$ cat src/rtl/pipe_hazard_ctrl.sv
// Stall/flush scheduler for the 5-stage pipeline: data/CSR/structural hazards and trap redirects.
// Optional feature macro: FORWARD_EN (EX/MEM->D bypass; only load-use in EX stalls).
module pipe_hazard_ctrl #(
    parameter int PC_W   = 64,
    parameter int REG_AW = 5,
    parameter int CNT_W  = 32
) (
    input  logic              clk,
    input  logic              reset,
    input  logic              dec_valid,
    input  logic [REG_AW-1:0] dec_rs1,
    input  logic [REG_AW-1:0] dec_rs2,
    input  logic              dec_use1,
    input  logic              dec_use2,
    input  logic              dec_is_csr,
    input  logic              ex_valid,
    input  logic              ex_wen,
    input  logic              ex_is_load,
    input  logic [REG_AW-1:0] ex_dst,
    input  logic              mem_valid,
    input  logic              mem_wen,
    input  logic [REG_AW-1:0] mem_dst,
    input  logic              wb_valid,
    input  logic              wb_wen,
    input  logic [REG_AW-1:0] wb_dst,
    input  logic              ex_busy,
    input  logic              mem_busy,
    input  logic              ex_redirect,
    input  logic [PC_W-1:0]   ex_target,
    input  logic              trap_valid,
    input  logic [PC_W-1:0]   trap_pc,
    output logic              stall_f,
    output logic              stall_d,
    output logic              freeze,
    output logic              flush_d,
    output logic              flush_e,
    output logic              flush_m,
    output logic              flush_w,
    output logic              redirect_valid,
    output logic [PC_W-1:0]   redirect_pc,
    output logic [CNT_W-1:0]  stall_cnt
);

    // state     | meaning
    // RUN       | normal issue, hazards resolved per cycle
    // CSR_WAIT  | CSR held in decode until EX/MEM/WB are empty
    // TRAP_WAIT | trap pending, MEM draining an outstanding dmem transaction
    // TRAP      | one-cycle redirect to the latched trap target
    typedef enum logic [1:0] {
        S_RUN       = 2'd0,
        S_CSR_WAIT  = 2'd1,
        S_TRAP_WAIT = 2'd2,
        S_TRAP      = 2'd3
    } state_t;

    state_t          state;
    state_t          state_n;
    logic [PC_W-1:0] trap_pc_q;

    logic hit_ex;
    logic hit_mem;
    logic hit_wb;
    logic data_hazard;
    logic structural;
    logic pipe_busy;

    function automatic logic src_match(input logic [REG_AW-1:0] dst);
        return (dec_use1 && (dec_rs1 != '0) && (dec_rs1 == dst)) ||
               (dec_use2 && (dec_rs2 != '0) && (dec_rs2 == dst));
    endfunction

    assign hit_ex  = ex_valid  && ex_wen  && src_match(ex_dst);
    assign hit_mem = mem_valid && mem_wen && src_match(mem_dst);
    assign hit_wb  = wb_valid  && wb_wen  && src_match(wb_dst);

`ifdef FORWARD_EN
    // Bypass covers everything except a load still in EX.
    assign data_hazard = dec_valid && hit_ex && ex_is_load;
`else
    assign data_hazard = dec_valid && (hit_ex || hit_mem || hit_wb);
`endif

    assign structural = ex_busy || mem_busy;
    assign pipe_busy  = ex_valid || mem_valid || wb_valid;

    always_comb begin
        state_n        = state;
        stall_f        = 1'b0;
        stall_d        = 1'b0;
        freeze         = 1'b0;
        flush_d        = 1'b0;
        flush_e        = 1'b0;
        flush_m        = 1'b0;
        flush_w        = 1'b0;
        redirect_valid = 1'b0;
        redirect_pc    = '0;

        if (reset) begin
            // Outputs stay quiet during reset even if the state register is mid-trap.
            state_n = S_RUN;
        end else if (trap_valid) begin
            stall_f = 1'b1;
            flush_d = 1'b1;
            flush_e = 1'b1;
            flush_w = 1'b1;
            state_n = mem_busy ? S_TRAP_WAIT : S_TRAP;
        end else begin
            case (state)
                S_TRAP_WAIT: begin
                    stall_f = 1'b1;
                    flush_d = 1'b1;
                    flush_e = 1'b1;
                    flush_w = 1'b1;
                    if (!mem_busy) state_n = S_TRAP;
                end
                S_TRAP: begin
                    flush_d        = 1'b1;
                    flush_e        = 1'b1;
                    flush_m        = 1'b1;
                    flush_w        = 1'b1;
                    redirect_valid = 1'b1;
                    redirect_pc    = trap_pc_q;
                    state_n        = S_RUN;
                end
                default: begin
                    if (structural) begin
                        // EX keeps any pending redirect and re-presents it after the freeze.
                        freeze  = 1'b1;
                        stall_f = 1'b1;
                        stall_d = 1'b1;
                    end else if (ex_redirect) begin
                        redirect_valid = 1'b1;
                        redirect_pc    = ex_target;
                        flush_d        = 1'b1;
                        flush_e        = 1'b1;
                        state_n        = S_RUN;
                    end else if (state == S_CSR_WAIT) begin
                        if (pipe_busy) begin
                            stall_f = 1'b1;
                            stall_d = 1'b1;
                            flush_e = 1'b1;
                        end else begin
                            state_n = S_RUN;
                        end
                    end else if (dec_valid && dec_is_csr && pipe_busy) begin
                        stall_f = 1'b1;
                        stall_d = 1'b1;
                        flush_e = 1'b1;
                        state_n = S_CSR_WAIT;
                    end else if (data_hazard) begin
                        stall_f = 1'b1;
                        stall_d = 1'b1;
                        flush_e = 1'b1;
                    end
                end
            endcase
        end
    end

    always_ff @(posedge clk) begin
        if (reset) begin
            state     <= S_RUN;
            trap_pc_q <= '0;
            stall_cnt <= '0;
        end else begin
            state <= state_n;
            if (trap_valid) trap_pc_q <= trap_pc;
            if (stall_d && (stall_cnt != {CNT_W{1'b1}})) stall_cnt <= stall_cnt + CNT_W'(1);
        end
    end

endmodule

$ cat config.mk
export PLATFORM = sky130hd
export DESIGN_NAME = pipe_hazard_ctrl
export DESIGN_NICKNAME = d
export VERILOG_FILES = /design/src/rtl/pipe_hazard_ctrl.sv
export SDC_FILE = /design/constraint.sdc
export NUM_CORES = 1
export LEC_CHECK = 0
export CORE_MARGIN = 3
export CORE_UTILIZATION = 43
export DETAILED_ROUTE_END_ITERATION = 6
export GPL_TIMING_DRIVEN = 0
export PLACE_DENSITY_LB_ADDON = 0.08
export RECOVER_POWER = 100
export SYNTH_ARGS = -nofsm -noshare
export SYNTH_HDL_FRONTEND = slang
export SYNTH_SLANG_ARGS = --single-unit
$ cat constraint.sdc
create_clock -name clk -period 11.5 [get_ports clk]
set_input_delay 3.45 -clock clk [delete_from_list [all_inputs] [get_ports clk]]
set_output_delay 3.45 -clock clk [all_outputs]
set_load 0.1 [all_outputs]
==> qor.yml, run 1 <==
num_vias: 5723
synthXorXnorAreaFrac_pct: 5.08
leakagePower_nw: 3.46
cts_htree_levels: 3
dp.cells: 1000
synth_area_leader_cell: "dfxtp_1"
async_flop_share_pct: 0
p_per_area_nw_per_um2: 102
cts_buffers: 9
path_buf_inv: 4
slew_headroom_pct: 29.3
fillerInstances: 898
ys_warn_count: 0
cp_cell_sequence: "dlygate4sd3_1 > xor2_1 > nor4_1 > nand4_1 > a31oi_1 > nor2_1 > o21a_1 > clkbuf_1 > clkbuf_1 > nor3_1 > dlygate4sd3_1"
ys_seq_elements: 98
core_area_um2: 11600
clock_latency_ns: 0.35
drc: 0
finalHoldViolCount: 0
synth_top_family_by_area: "compound AO/OA/AOI/OAI gates"
viasPerCell: 5.64
crit_fanout: 10
first_pass_iters: 4
yosysSeqAreaShare_pct: 37.9
timing.final.crit_period_ns: 10.76
ys.flop_type: "dfxtp_1"
worst_pin_slew_ns: 1.06
post_cts_buffers: 0
clk_pin_slew_ns: 0.07
synth_area_per_cell_um2: 8.86
ant_nets: 0
place_worst_setup_slack_ns: 1.03
rows: 39
ir_drop_mv: 0.0906
cts_tree: "done"
grt_max_degree: 15
crit_slowest_cell: "dlygate4sd3_1"
cp-end-kind: "output pin"
dpl_cell_area_um2: 8090
fin_cells: 1014
crit_arrival_ns: 7.31
grt_pass1_vias: 5972
antenna_found_initial: 0
critPathLaunchType: "primary input"
grt_use_total_pct: 27.4
yosysTopAreaCellShare_pct: 37.9
final_design_area_no_fill_um2: 8380
syn2layout_area_growth_pct: 61.9
diodes: 0
yosysUniqueCellTypes: 47
reg2reg_slack_ns: 8.87
slew_violations: 0
hold_path.class: "reg -> reg"
synth_fa_ha_area_share_pct: 0.242
grt.overflow.total: 0
syn_inst: 584
setup_viol: 0
rsz0062_at_grt: "no"
fin_tns_setup_ns: 0
synth_mux_area_share_pct: 12.8
clock_sink_count: 98
skew_ns: 0.00843
final_cell_mix: "164 x clkdlybuf4s50_1, 108 x dlygate4sd3_1, 98 x dfxtp_1"
wl_mm: 18.9
mappedNetlistNets: 755
ctsResizeCount: 0
crit_family: "buffers and inverters"
grt_pass1_wl_mm: 29.2
drive_gt1_share_pct: 3.56
layout.nets: 1039
clk_path_buf_depth: 2
ctsHoldBuffers: 0
layout_setup_ws_ns: 0.742
drt_iter0_markers: 330
cts_root_buf: "clkbuf_16"
synthSimpleGateAreaFrac_pct: 17.9
die-area_um2: 13400
port_buffers: 272
cpPeakStageDelay_ns: 1.25
initial_core_util_pct: 44.7
dp_hpwl_mm: 14.9
fmax_ghz: 0.0930
die_w_um: 116
wl_per_cell_um: 18.6
finalCritPeriodShare_pct: 93.5
hold_ws_ns: 0.497
post-route-util_pct: 72.4
fp.dieH_um: 116
synth_edf_count: 0
io_pins: 274
drv_cap: 0
status: "complete, no violations"
synth_area_leaders: "dfxtp_1 38%, mux2i_1 12%, a22o_1 11%, nor2_1 5.9%, xor2_1 4.1%"
total_power_mw: 0.851
synth-compound-area-share_pct: 21.2
crit_required_ns: 8.05
layout_commonest_cell: "clkdlybuf4s50_1"
synth_area_um2: 5170
worstSetupPathType: "in -> out"
place_congestion: 0.836
==> final cells by class <==
cell class,instances,area [µm²],area share (%)
sequential,98,1960,23.4
tap,143,179,2.14
timing repair buffer,273,2730,32.6
multi-input combinational,424,2960,35.3
buffer,44,173,2.06
clock buffer,11,243,2.90
inverter,18,67.6,0.806
clock inverter,3,65.1,0.777
==> cells in the mapped netlist (8+ instances only) <==
library cell  count
or4_1            18
a21oi_1          34
inv_1            17
o31ai_1          18
nand2_1          11
mux2i_1          64
nor3_1            9
nor4_1            9
xor2_1           24
a22o_1           64
nand3_1          15
clkbuf_1         30
nand4_1          20
buf_1             8
nor2_1           82
dfxtp_1          98
==> state kept, by name (all words and copies together), names as in the netlist <==
signal,cells
stall_cnt,32
state,2
trap_pc_q,64
==> worst min-delay path, cell delays in order, from the launching register on <==
cell	delay, ns
dfxtp_1	0.33
o31ai_1	0.07
a21oi_1	0.06
==> cells by family (layout without fill, tap and decap cells) <==
| logic type | Yosys count | count (layout) |
|---|---|---|
| muxes | 66 | 66 |
| and+or+nand+nor | 182 | 182 |
| adders and majority gates | 1 | 1 |
| buffers and inverters | 62 | 349 |
| xor gates and xnor gates | 30 | 30 |
| AOI/OAI and AO/OA | 145 | 145 |
| DFF | 98 | 98 |
==> final timing paths <==
kind,to,cells after the start,startpoint
hold reg to reg,stall_cnt[15],2,stall_cnt[15]
setup / recovery,stall_d,11,dec_rs2[0]
setup reg to reg,stall_cnt[29],7,stall_cnt[4]
hold / removal,stall_cnt[15],2,stall_cnt[15]
==> layer usage <==
metal,global-route usage (%),wire [µm],share of wire [%]
met4,9.05,439,2.3
met3,9.71,1600,8.5
met5,0,0,0
met2,48.2,9620,51
met1,31.1,7250,38
==> power breakdown <==
part | switching (mW) | leakage [nW] | internal (mW)
sequential | 0.00906 | 0.803 | 0.354
clock | 0.125 | 0.151 | 0.194
combinational | 0.0886 | 2.51 | 0.0810
Power figures use the tool's default switching activity.
==> inputs of run 2 (changes only) <==
Settings changed: GPL_TIMING_DRIVEN 0 to not set.
==> qor.yml, run 2 (synthesized netlist as in run 1, its figures left out) <==
status: "finished with violations"
total_power_mw: 0.808
port_buffers: 272
clk_pin_slew_ns: 0.07
slew_violations: 114
worstSetupPathType: "in -> out"
wl_mm: 17.8
cts_tree: "done"
first_pass_iters: 4
die-area_um2: 13400
finalHoldViolCount: 0
grt.overflow.total: 0
crit_fanout: 43
largest_reg_flops: 64
clock_latency_ns: 0.35
worst_pin_slew_ns: 3.48
grt_use_total_pct: 25.7
layout.nets: 999
drive_gt1_share_pct: 3.96
num_vias: 5487
largest_register: "trap_pc_q"
dp_hpwl_mm: 13.3
io_pins: 274
ctsHoldBuffers: 0
cts_buffers: 9
grt_pass1_vias: 5367
cp-end-kind: "output pin"
critPathLaunchType: "primary input"
skew_ns: 0.00529
timing.final.crit_period_ns: 10.26
clk_path_buf_depth: 2
drv_cap: 3
ir_drop_mv: 0.0952
clock_sink_count: 98
core_area_um2: 11600
rows: 39
cts_htree_levels: 3
leakagePower_nw: 3.38
ctsResizeCount: 0
reg_top3: "trap_pc_q x64, stall_cnt x32, state x2"
crit_required_ns: 8.05
ant_nets: 0
slew_headroom_pct: -132
syn2layout_area_growth_pct: 58.2
violations: "capacitance limit, slew limit"
fmax_ghz: 0.0974
p_per_area_nw_per_um2: 98.7
drt_iter0_markers: 289
fillerInstances: 914
initial_core_util_pct: 44.7
viasPerCell: 5.62
fp.dieH_um: 116
grt_max_degree: 80
hold_ws_ns: 0.495
wl_per_cell_um: 18.2
reg2reg_slack_ns: 7.87
antenna_found_initial: 0
crit_slowest_cell: "dlygate4sd3_1"
grt_pass1_wl_mm: 27.2
hold_path.class: "reg -> reg"
setup_viol: 0
diodes: 0
cts_root_buf: "clkbuf_16"
final_cell_mix: "165 x clkdlybuf4s50_1, 105 x dlygate4sd3_1, 98 x dfxtp_1"
place_congestion: 0.815
cp_cell_sequence: "clkdlybuf4s50_1 > xor2_1 > nor4_1 > nand4_1 > a31oi_1 > nor2_1 > o21a_4 > nor3_1 > dlygate4sd3_1"
fin_tns_setup_ns: 0
die_w_um: 116
post_cts_buffers: 0
drc: 0
layout_commonest_cell: "clkdlybuf4s50_1"
finalCritPeriodShare_pct: 89.2
rsz0062_at_grt: "no"
cpPeakStageDelay_ns: 1.27
crit_arrival_ns: 6.81
run 2: worst paths after layout:
kind,from,end,cells after the start
min,stall_cnt[30],stall_cnt[30],2
max,dec_rs2[3],stall_d,9
min reg2reg,stall_cnt[30],stall_cnt[30],2
max reg2reg,stall_cnt[3],stall_cnt[21],7
run 2: worst max-delay path, delay by kind of cell:
kind            cells  cell delay, ns
xor+xnor            1            0.20
simple gates        4            0.83
compound gates      2            0.53
buf+inv             2            1.79
run 2: layout make-up:
cell class,count,area (µm²),share of cell area [%]
Tap cell,143,179,2.19
Clock inverter,5,38.8,0.474
Timing Repair Buffer,277,2750,33.6
Inverter,18,67.6,0.826
Multi-Input combinational cell,424,2960,36.1
Clock buffer,11,233,2.84
Sequential cell,98,1960,24.0
run 2: metal layers:
layer	GRT usage (%)	routed length [µm]	vias up
met5	0	0	-
met4	9.82	557	0
met3	9.56	1520	37
met2	44.4	9010	215
met1	28.9	6660	2574
li1	-	-	2661
run 2: where the power goes:
group / internal (mW) / switching [mW]
combinational: 0.0796 / 0.0846
sequential: 0.354 / 0.00945
clock: 0.148 / 0.133
total: 0.581 / 0.227
run 2: per-stage QoR:
| stage | utilization (%) | instances | setup WS (ns) | instance area (µm²) |
|---|---|---|---|---|
| after floorplan | - | 584 | 1.19 | 5170 |
| after global placement | 68.6 | 960 | 1.43 | 7940 |
| after detailed placement | 68.6 | 960 | 1.36 | 7940 |
| after CTS | 71.0 | 976 | 1.34 | 8210 |
| after global routing | 70.8 | 976 | 1.10 | 8180 |
| final | 70.8 | 976 | 1.24 | 8180 |
